**config.mk**
```make
export PLATFORM = sky130hd
export DESIGN_NAME = ls_ctrl_flat
export DESIGN_NICKNAME = d
export VERILOG_FILES = /design/src/rtl/ls_ctrl_if.sv /design/src/rtl/ls_ctrl.sv /design/src/flat_wrapper.sv
export SDC_FILE = /design/constraint.sdc
export NUM_CORES = 1
export LEC_CHECK = 0
export BUFFER_PORTS_ARGS = -buffer_cell sky130_fd_sc_hd__buf_2
export CAP_MARGIN = 5
export CORE_MARGIN = 4
export CORE_UTILIZATION = 43
export CTS_CLUSTER_DIAMETER = 60
export CTS_CLUSTER_SIZE = 8
export DETAILED_ROUTE_END_ITERATION = 16
export PLACE_DENSITY_LB_ADDON = 0.08
export SYNTH_ARGS = -nofsm -noshare
export SYNTH_HDL_FRONTEND = slang
export SYNTH_SLANG_ARGS = --single-unit
```
**constraint.sdc**
```tcl
create_clock -name clock -period 5.1 [get_ports clock]
set_input_delay 0.255 -clock clock [delete_from_list [all_inputs] [get_ports clock]]
set_output_delay 0.255 -clock clock [all_outputs]
set_load 0.05 [all_outputs]
```
**src/rtl/ls_ctrl_if.sv**
```systemverilog
// Bus bundle between the control unit, the load/store controller and data memory.
// The slave modport is the controller's view; master is the control unit plus memory.
interface ls_ctrl_if;
  logic        req;
  logic        we;
  logic [2:0]  funct3;
  logic [63:0] addr;
  logic [63:0] wdata;
  logic        busy;
  logic        done;
  logic        misalign;
  logic [63:0] rdata;
  logic [63:0] mem_addr;
  logic        mem_wr;
  logic [63:0] mem_wdata;
  logic [63:0] mem_rdata;

  modport slave (
    input  req, we, funct3, addr, wdata, mem_rdata,
    output busy, done, misalign, rdata, mem_addr, mem_wr, mem_wdata
  );

  modport master (
    output req, we, funct3, addr, wdata, mem_rdata,
    input  busy, done, misalign, rdata, mem_addr, mem_wr, mem_wdata
  );
endinterface

```
**src/rtl/ls_ctrl.sv**
```systemverilog
// Multicycle load/store controller: sub-word loads are extracted and extended from a
// doubleword read; sub-word stores are done as read-modify-write of the whole dword.
module ls_ctrl (
  input  logic   clock,
  input  logic   reset,
  ls_ctrl_if.slave bus
);

  typedef enum logic [2:0] {
    IDLE = 3'd0,
    RD   = 3'd1,
    CAP  = 3'd2,
    WR   = 3'd3,
    RESP = 3'd4
  } state_t;

  state_t      state_q, state_d;
  logic        we_q, we_d;
  logic [2:0]  funct3_q, funct3_d;
  logic [63:0] addr_q, addr_d;
  logic [63:0] wdata_q, wdata_d;
  logic [63:0] rdata_q, rdata_d;
  logic [63:0] mem_wdata_q, mem_wdata_d;
  logic        busy_q, busy_d;
  logic        done_q, done_d;
  logic        misalign_q, misalign_d;
  logic        mem_wr_q, mem_wr_d;
  logic        bad_s;

  function automatic logic [63:0] size_mask(input logic [1:0] sz);
    logic [63:0] m;
    case (sz)
      2'b00:   m = 64'h0000_0000_0000_00FF;
      2'b01:   m = 64'h0000_0000_0000_FFFF;
      2'b10:   m = 64'h0000_0000_FFFF_FFFF;
      default: m = 64'hFFFF_FFFF_FFFF_FFFF;
    endcase
    return m;
  endfunction

  // Illegal encodings report as misaligned so they share the error path.
  function automatic logic is_misaligned(input logic w, input logic [2:0] f3,
                                         input logic [2:0] off);
    logic bad;
    if (w && f3[2]) begin
      bad = 1'b1;
    end else if (!w && (f3 == 3'b111)) begin
      bad = 1'b1;
    end else begin
      case (f3[1:0])
        2'b00:   bad = 1'b0;
        2'b01:   bad = off[0];
        2'b10:   bad = (off[1:0] != 2'b00);
        default: bad = (off != 3'b000);
      endcase
    end
    return bad;
  endfunction

  function automatic logic [63:0] load_extend(input logic [63:0] word,
                                              input logic [2:0] f3,
                                              input logic [2:0] off);
    logic [63:0] s;
    logic [63:0] r;
    s = word >> {off, 3'b000};
    case (f3)
      3'b000:  r = {{56{s[7]}}, s[7:0]};
      3'b001:  r = {{48{s[15]}}, s[15:0]};
      3'b010:  r = {{32{s[31]}}, s[31:0]};
      3'b100:  r = {56'd0, s[7:0]};
      3'b101:  r = {48'd0, s[15:0]};
      3'b110:  r = {32'd0, s[31:0]};
      default: r = s;
    endcase
    return r;
  endfunction

  function automatic logic [63:0] store_merge(input logic [63:0] word,
                                              input logic [63:0] data,
                                              input logic [1:0] sz,
                                              input logic [2:0] off);
    logic [63:0] m;
    m = size_mask(sz) << {off, 3'b000};
    return (word & ~m) | ((data << {off, 3'b000}) & m);
  endfunction

  assign bad_s = is_misaligned(bus.we, bus.funct3, bus.addr[2:0]);

  // Next-state, request latching, load extraction and store merge.
  always_comb begin
    state_d     = state_q;
    we_d        = we_q;
    funct3_d    = funct3_q;
    addr_d      = addr_q;
    wdata_d     = wdata_q;
    rdata_d     = rdata_q;
    mem_wdata_d = mem_wdata_q;
    misalign_d  = 1'b0;
    case (state_q)
      IDLE: begin
        if (bus.req) begin
          we_d     = bus.we;
          funct3_d = bus.funct3;
          addr_d   = bus.addr;
          wdata_d  = bus.wdata;
          if (bad_s) begin
            state_d    = RESP;
            misalign_d = 1'b1;
          end else if (bus.we && (bus.funct3 == 3'b011)) begin
            state_d     = WR;
            mem_wdata_d = bus.wdata;
          end else begin
            state_d = RD;
          end
        end else begin
          state_d = IDLE;
        end
      end
      RD:   state_d = CAP;
      CAP: begin
        if (we_q) begin
          state_d     = WR;
          mem_wdata_d = store_merge(bus.mem_rdata, wdata_q, funct3_q[1:0], addr_q[2:0]);
        end else begin
          state_d = RESP;
          rdata_d = load_extend(bus.mem_rdata, funct3_q, addr_q[2:0]);
        end
      end
      WR:      state_d = RESP;
      RESP:    state_d = IDLE;
      default: state_d = IDLE;
    endcase
    // Outputs are registered from the next state so they align with the state flop.
    busy_d   = (state_d != IDLE);
    done_d   = (state_d == RESP);
    mem_wr_d = (state_d == WR);
  end

  // State, latched request and registered outputs; reset aborts any access at once.
  always_ff @(posedge clock or negedge reset) begin
    if (!reset) begin
      state_q     <= IDLE;
      we_q        <= 1'b0;
      funct3_q    <= 3'd0;
      addr_q      <= 64'd0;
      wdata_q     <= 64'd0;
      rdata_q     <= 64'd0;
      mem_wdata_q <= 64'd0;
      busy_q      <= 1'b0;
      done_q      <= 1'b0;
      misalign_q  <= 1'b0;
      mem_wr_q    <= 1'b0;
    end else begin
      state_q     <= state_d;
      we_q        <= we_d;
      funct3_q    <= funct3_d;
      addr_q      <= addr_d;
      wdata_q     <= wdata_d;
      rdata_q     <= rdata_d;
      mem_wdata_q <= mem_wdata_d;
      busy_q      <= busy_d;
      done_q      <= done_d;
      misalign_q  <= misalign_d;
      mem_wr_q    <= mem_wr_d;
    end
  end

  assign bus.busy      = busy_q;
  assign bus.done      = done_q;
  assign bus.misalign  = misalign_q;
  assign bus.rdata     = rdata_q;
  assign bus.mem_addr  = {addr_q[63:3], 3'b000};
  assign bus.mem_wr    = mem_wr_q;
  assign bus.mem_wdata = mem_wdata_q;

endmodule

```
**src/flat_wrapper.sv**
```systemverilog
// flat-port wrapper written by rule: the top's interface ports become plain ports
module ls_ctrl_flat 
  (clock, reset, bus_req, bus_we, bus_funct3, bus_addr, bus_wdata, bus_mem_rdata, bus_busy, bus_done, bus_misalign, bus_rdata, bus_mem_addr, bus_mem_wr, bus_mem_wdata);
  ls_ctrl_if bus_i ();
  input  logic clock;
  input  logic reset;
  input wire logic [$bits(bus_i.req)-1:0] bus_req;
  input wire logic [$bits(bus_i.we)-1:0] bus_we;
  input wire logic [$bits(bus_i.funct3)-1:0] bus_funct3;
  input wire logic [$bits(bus_i.addr)-1:0] bus_addr;
  input wire logic [$bits(bus_i.wdata)-1:0] bus_wdata;
  input wire logic [$bits(bus_i.mem_rdata)-1:0] bus_mem_rdata;
  output wire logic [$bits(bus_i.busy)-1:0] bus_busy;
  output wire logic [$bits(bus_i.done)-1:0] bus_done;
  output wire logic [$bits(bus_i.misalign)-1:0] bus_misalign;
  output wire logic [$bits(bus_i.rdata)-1:0] bus_rdata;
  output wire logic [$bits(bus_i.mem_addr)-1:0] bus_mem_addr;
  output wire logic [$bits(bus_i.mem_wr)-1:0] bus_mem_wr;
  output wire logic [$bits(bus_i.mem_wdata)-1:0] bus_mem_wdata;
  assign bus_i.req = bus_req;
  assign bus_i.we = bus_we;
  assign bus_i.funct3 = bus_funct3;
  assign bus_i.addr = bus_addr;
  assign bus_i.wdata = bus_wdata;
  assign bus_i.mem_rdata = bus_mem_rdata;
  assign bus_busy = bus_i.busy;
  assign bus_done = bus_i.done;
  assign bus_misalign = bus_i.misalign;
  assign bus_rdata = bus_i.rdata;
  assign bus_mem_addr = bus_i.mem_addr;
  assign bus_mem_wr = bus_i.mem_wr;
  assign bus_mem_wdata = bus_i.mem_wdata;
  ls_ctrl u_core (.clock(clock), .reset(reset), .bus(bus_i));
endmodule
```
==> metrics.md <==
| Metric | Value |
|---|---|
| WP data arrival | approximately 3700 ps |
| Remaining global-route overflow | 0 |
| Worst hold slack | around 26 ps |
| Least-Margin Pin Slew | roughly 1300 ps |
| Power density cells | 812 nW/µm² |
| Dpl hpwl | roughly 43 mm |
| Antenna violations before repair | 3 |
| Number of hold violations in the final report | 0 |
| Xor and xnor fraction of the mapped netlist area | 0% |
| Clock Latency Late Sink | around 520 ps |
| Slowest cell on the critical path | dfrtp_1 |
| CP startpoint kind | flip-flop |
| Worst setup margin | 1810 ps |
| DRT iter0 DRCs | between 1k and 1.5k |
| Number of I/O pins | ~400 |
| Pleak | between 9 and 10 nW |
| Synthesis-to-layout area growth | 27.3% |
| GRT Resource Usage Total | a little under a third |
| Pin count of the biggest net entering global routing | 140 |
| Final min period | 3290 ps |
| Crit path top cell by count | nor2_1 |
| Yosys warning total | 0 |
| Min-Delay Path Class | primary input to flip-flop |
| Yosys reg bits | approximately 270 |
| Die width | about 200 µm |
| Bufs on Longest Clock Path | 3 |
| Post-route ant nets | 0 |
| First drt pass iteration count | 6 |
| Root buf cell | clkbuf_16 |
| Fillcell total | between 3k and 4k |
| Layout cells sized above 1 | between 20% and 30% |
| FMAX | a little over 300 MHz |
| Maximum vdd drop | 724 µV |
| Slowest stage delay, CP | roughly 1000 ps |
| Most used DFF post-synth | dfrtp_1 |
| Fin area | 19200 µm² |
| Synth cell types | between 50 and 60 |
| GRT busiest layer | met2 |
| Met2 usage | around 47% |
| Sequential fraction of the synthesis area | approximately 44% |
| RSZ-0062 raised after global routing | false |
| Final Skew | approximately 11 ps |
| Global-route wire length before repair | between 90 and 100 mm |
| Clk sink count | around 270 |
| Routed vias/inst | ~5.7 |
| Status | finished clean |
| Slew margin rel. | 13.4% |
| GR Layer Usage met1 | roughly two fifths |
| Simple-gate share of the synthesized area | approximately a fifth |
| Final worst-path cycle share | between 60% and 70% |
| Crit path kind | flip-flop to flip-flop |
| Slew Limit Fails | 0 |
| Critical Path End Type | flip-flop |
| Die H | ~200 µm |
| Drt wl/cell | between 20 and 25 µm |
| CP top delay family | compound AO/OA/AOI/OAI gates |
| Post-CTS sizing | 0 |
| M3 GR Usage | 9.68% |
| Area of placed instances | between 15000 and 20000 µm² |
| Cell Rows | 68 |
| Post-Synth Adder-Cell Area | 0% |
| Largest family of logic cells by synthesized area | simple AND/OR/NAND/NOR gates |
| Setup WS pre-CTS | ~2000 ps |
| Port buffer count | around 400 |
| Synthesized area per cell | approximately 8.7 µm² |
| DR DRC count | 0 |
| Fin Setup TNS | 0 ps |
| Asr flop ratio synth | 100% |
| Vias | between 10k and 15k |
| Synthesized cell area | between 15000 and 20000 µm² |
| Initial Util | a little over two fifths |
| Clock slew at reported path FFs | ~50 ps |
| Final Setup Violations | 0 |
| Vias in the first global route | approximately 15k |
| Cell Chain, Critical Path | nor2_1, a21boi_1, nor2_1, o311ai_0, o21a_1 |
| Total wire length | just over 60 mm |
| Number of flops mapped to enable cells by yosys | 0 |
| Die ar. | ~38000 µm² |
| Final #Nets | between 2k and 2.5k |
| Fin cells | 2579 |
| Synth Area in Compound Gates | roughly 15% |
| Number of buffers created by CTS | 41 |
| Inst Count DP | 2397 |
| Max-cap violations | 0 |
| Core ar. | between 30000 and 40000 µm² |
| Worst EP required | 5560 ps |
| CTS tree | done |
| GP Congestion | 0.949 |
| Post-synthesis mux area share | between 10 and 15% |
| Post-Synthesis Cells | about 1.7k |
| Max FO, Critical Path | 32 |
| Buf/Inv on CP | 0 |
| Htree depth | 2 |
## layout by cell type, fill, tap and decap left out, drive strengths merged, types with 2 or more instances in the layout
cell type | Yosys | final
a31oi | 56 | 56
conb | 1 | 3
nand3b | 9 | 9
or2 | 2 | 2
buf | 107 | 411
dlygate4sd3 | 0 | 126
a221oi | 9 | 9
nor3 | 5 | 5
o211ai | 43 | 43
a211oi | 27 | 27
nand2 | 535 | 535
nor2 | 138 | 138
o21a | 17 | 17
mux2 | 30 | 30
nand2b | 18 | 18
nand3 | 18 | 18
a21oi | 76 | 76
dfrtp | 267 | 267
mux4 | 35 | 35
mux2i | 82 | 82
o22ai | 14 | 14
a311o | 2 | 2
and2 | 11 | 11
nor2b | 19 | 19
nor3b | 2 | 2
o21ai | 57 | 57
and3 | 3 | 3
a22oi | 18 | 18
clkinv | 0 | 3
inv | 8 | 9
o311ai | 8 | 8
clkbuf | 92 | 46
o31a | 2 | 2
diode | 0 | 4
a221o | 6 | 6
## sequential cells by signal, summed over array words and instances, names as in the netlist
register              count
u_core.bus.busy           1
u_core.wdata_q           64
u_core.addr_q            64
u_core.state_q            3
u_core.bus.mem_wr         1
u_core.bus.mem_wdata     64
u_core.funct3_q           3
u_core.bus.misalign       1
u_core.bus.rdata         64
u_core.we_q               1
u_core.bus.done           1
## Yosys cell counts, drive strengths merged, types with 3 or more instances
cell,number,area (µm²)
nand3,18,90.1
inv,8,30.0
clkbuf,92,345
o211ai,43,323
a221oi,9,85.1
and2,11,68.8
mux4,35,788
dfrtp,267,6680
a211oi,27,203
a21oi,76,380
o21a,17,128
a221o,6,60.1
nand2,535,2010
o21ai,57,285
a31oi,56,350
nor2,138,521
nor3,5,25.0
o22ai,14,87.6
mux2i,82,821
nand3b,9,67.6
buf,107,747
nor2b,19,119
mux2,30,338
o311ai,8,70.1
and3,3,18.8
nand2b,18,113
a22oi,18,149
## area by class of cell
type | count | area [µm²] | share of cell area, %
Antenna cell | 4 | 10.0 | 0.0521
Clock buffer | 46 | 1100 | 5.71
Clock inverter | 6 | 61.3 | 0.319
Inverter | 8 | 30.0 | 0.156
Multi-Input combinational cell | 1256 | 7320 | 38.1
Sequential cell | 267 | 6690 | 34.8
Tap cell | 455 | 569 | 2.96
Timing Repair Buffer | 537 | 3430 | 17.8
## layer usage
metal  vias up  wire [µm]
met5         -        149
li1       6636          -
met4         2       3490
met1      7005      24400
met3       181       6280
met2       780      27300
## report_power, final
group / internal, mW / total [mW] / switching (mW)
registers: 3.16 / 4.24 / 1.08
clock network: 1.55 / 2.49 / 0.941
logic: 2.59 / 8.86 / 6.27
total: 7.30 / 15.6 / 8.30
## cell families after synthesis
| family | after synthesis |
|---|---|
| multiplexers | 147 |
| AND/OR/NAND/NOR | 762 |
| other | 1 |
| buffers and inverters | 207 |
| AO/OA/AOI/OAI | 344 |
| flip-flops | 267 |
## path summary, 6_finish.rpt
kind / start / slack, ps / endpoint / cells after the start
worst min register to register: u_core.addr_q[50] / 470 / u_core.addr_q[50] / 2
min in group asynchronous: reset / 380 / u_core.addr_q[5] / 2
worst max-delay path: u_core.funct3_q[1] / 1810 / u_core.bus.mem_wdata[15] / 5
worst max register to register: u_core.funct3_q[1] / 1810 / u_core.bus.mem_wdata[15] / 5
worst min-delay path: bus_wdata[49] / 30 / u_core.wdata_q[49] / 3
max in group asynchronous: reset / 3460 / u_core.addr_q[43] / 3
## worst reg2reg max path: stages (launching register included)
cell	delay (ps)
dfrtp_1	1040
nor2_1	410
a21boi_1	620
nor2_1	130
o311ai_0	800
o21a_1	210
## per-stage QoR
stage / power (mW) / utilization (%)
final: 15.6 / 55.6
after global routing: 16.4 / 55.6
after CTS: 15.5 / 55.6
after detailed placement: 12.9 / 48.6
after global placement: 12.8 / 48.6
after floorplan: 10.8 / -
## timing repair
| item | in CTS | in global routing |
|---|---|---|
| hold endpoints to repair | 222 | 0 |
| buffers inserted | 0 | 0 |
| hold buffers | 126 | 0 |
Note: power is estimated with default switching activity, not from simulation.
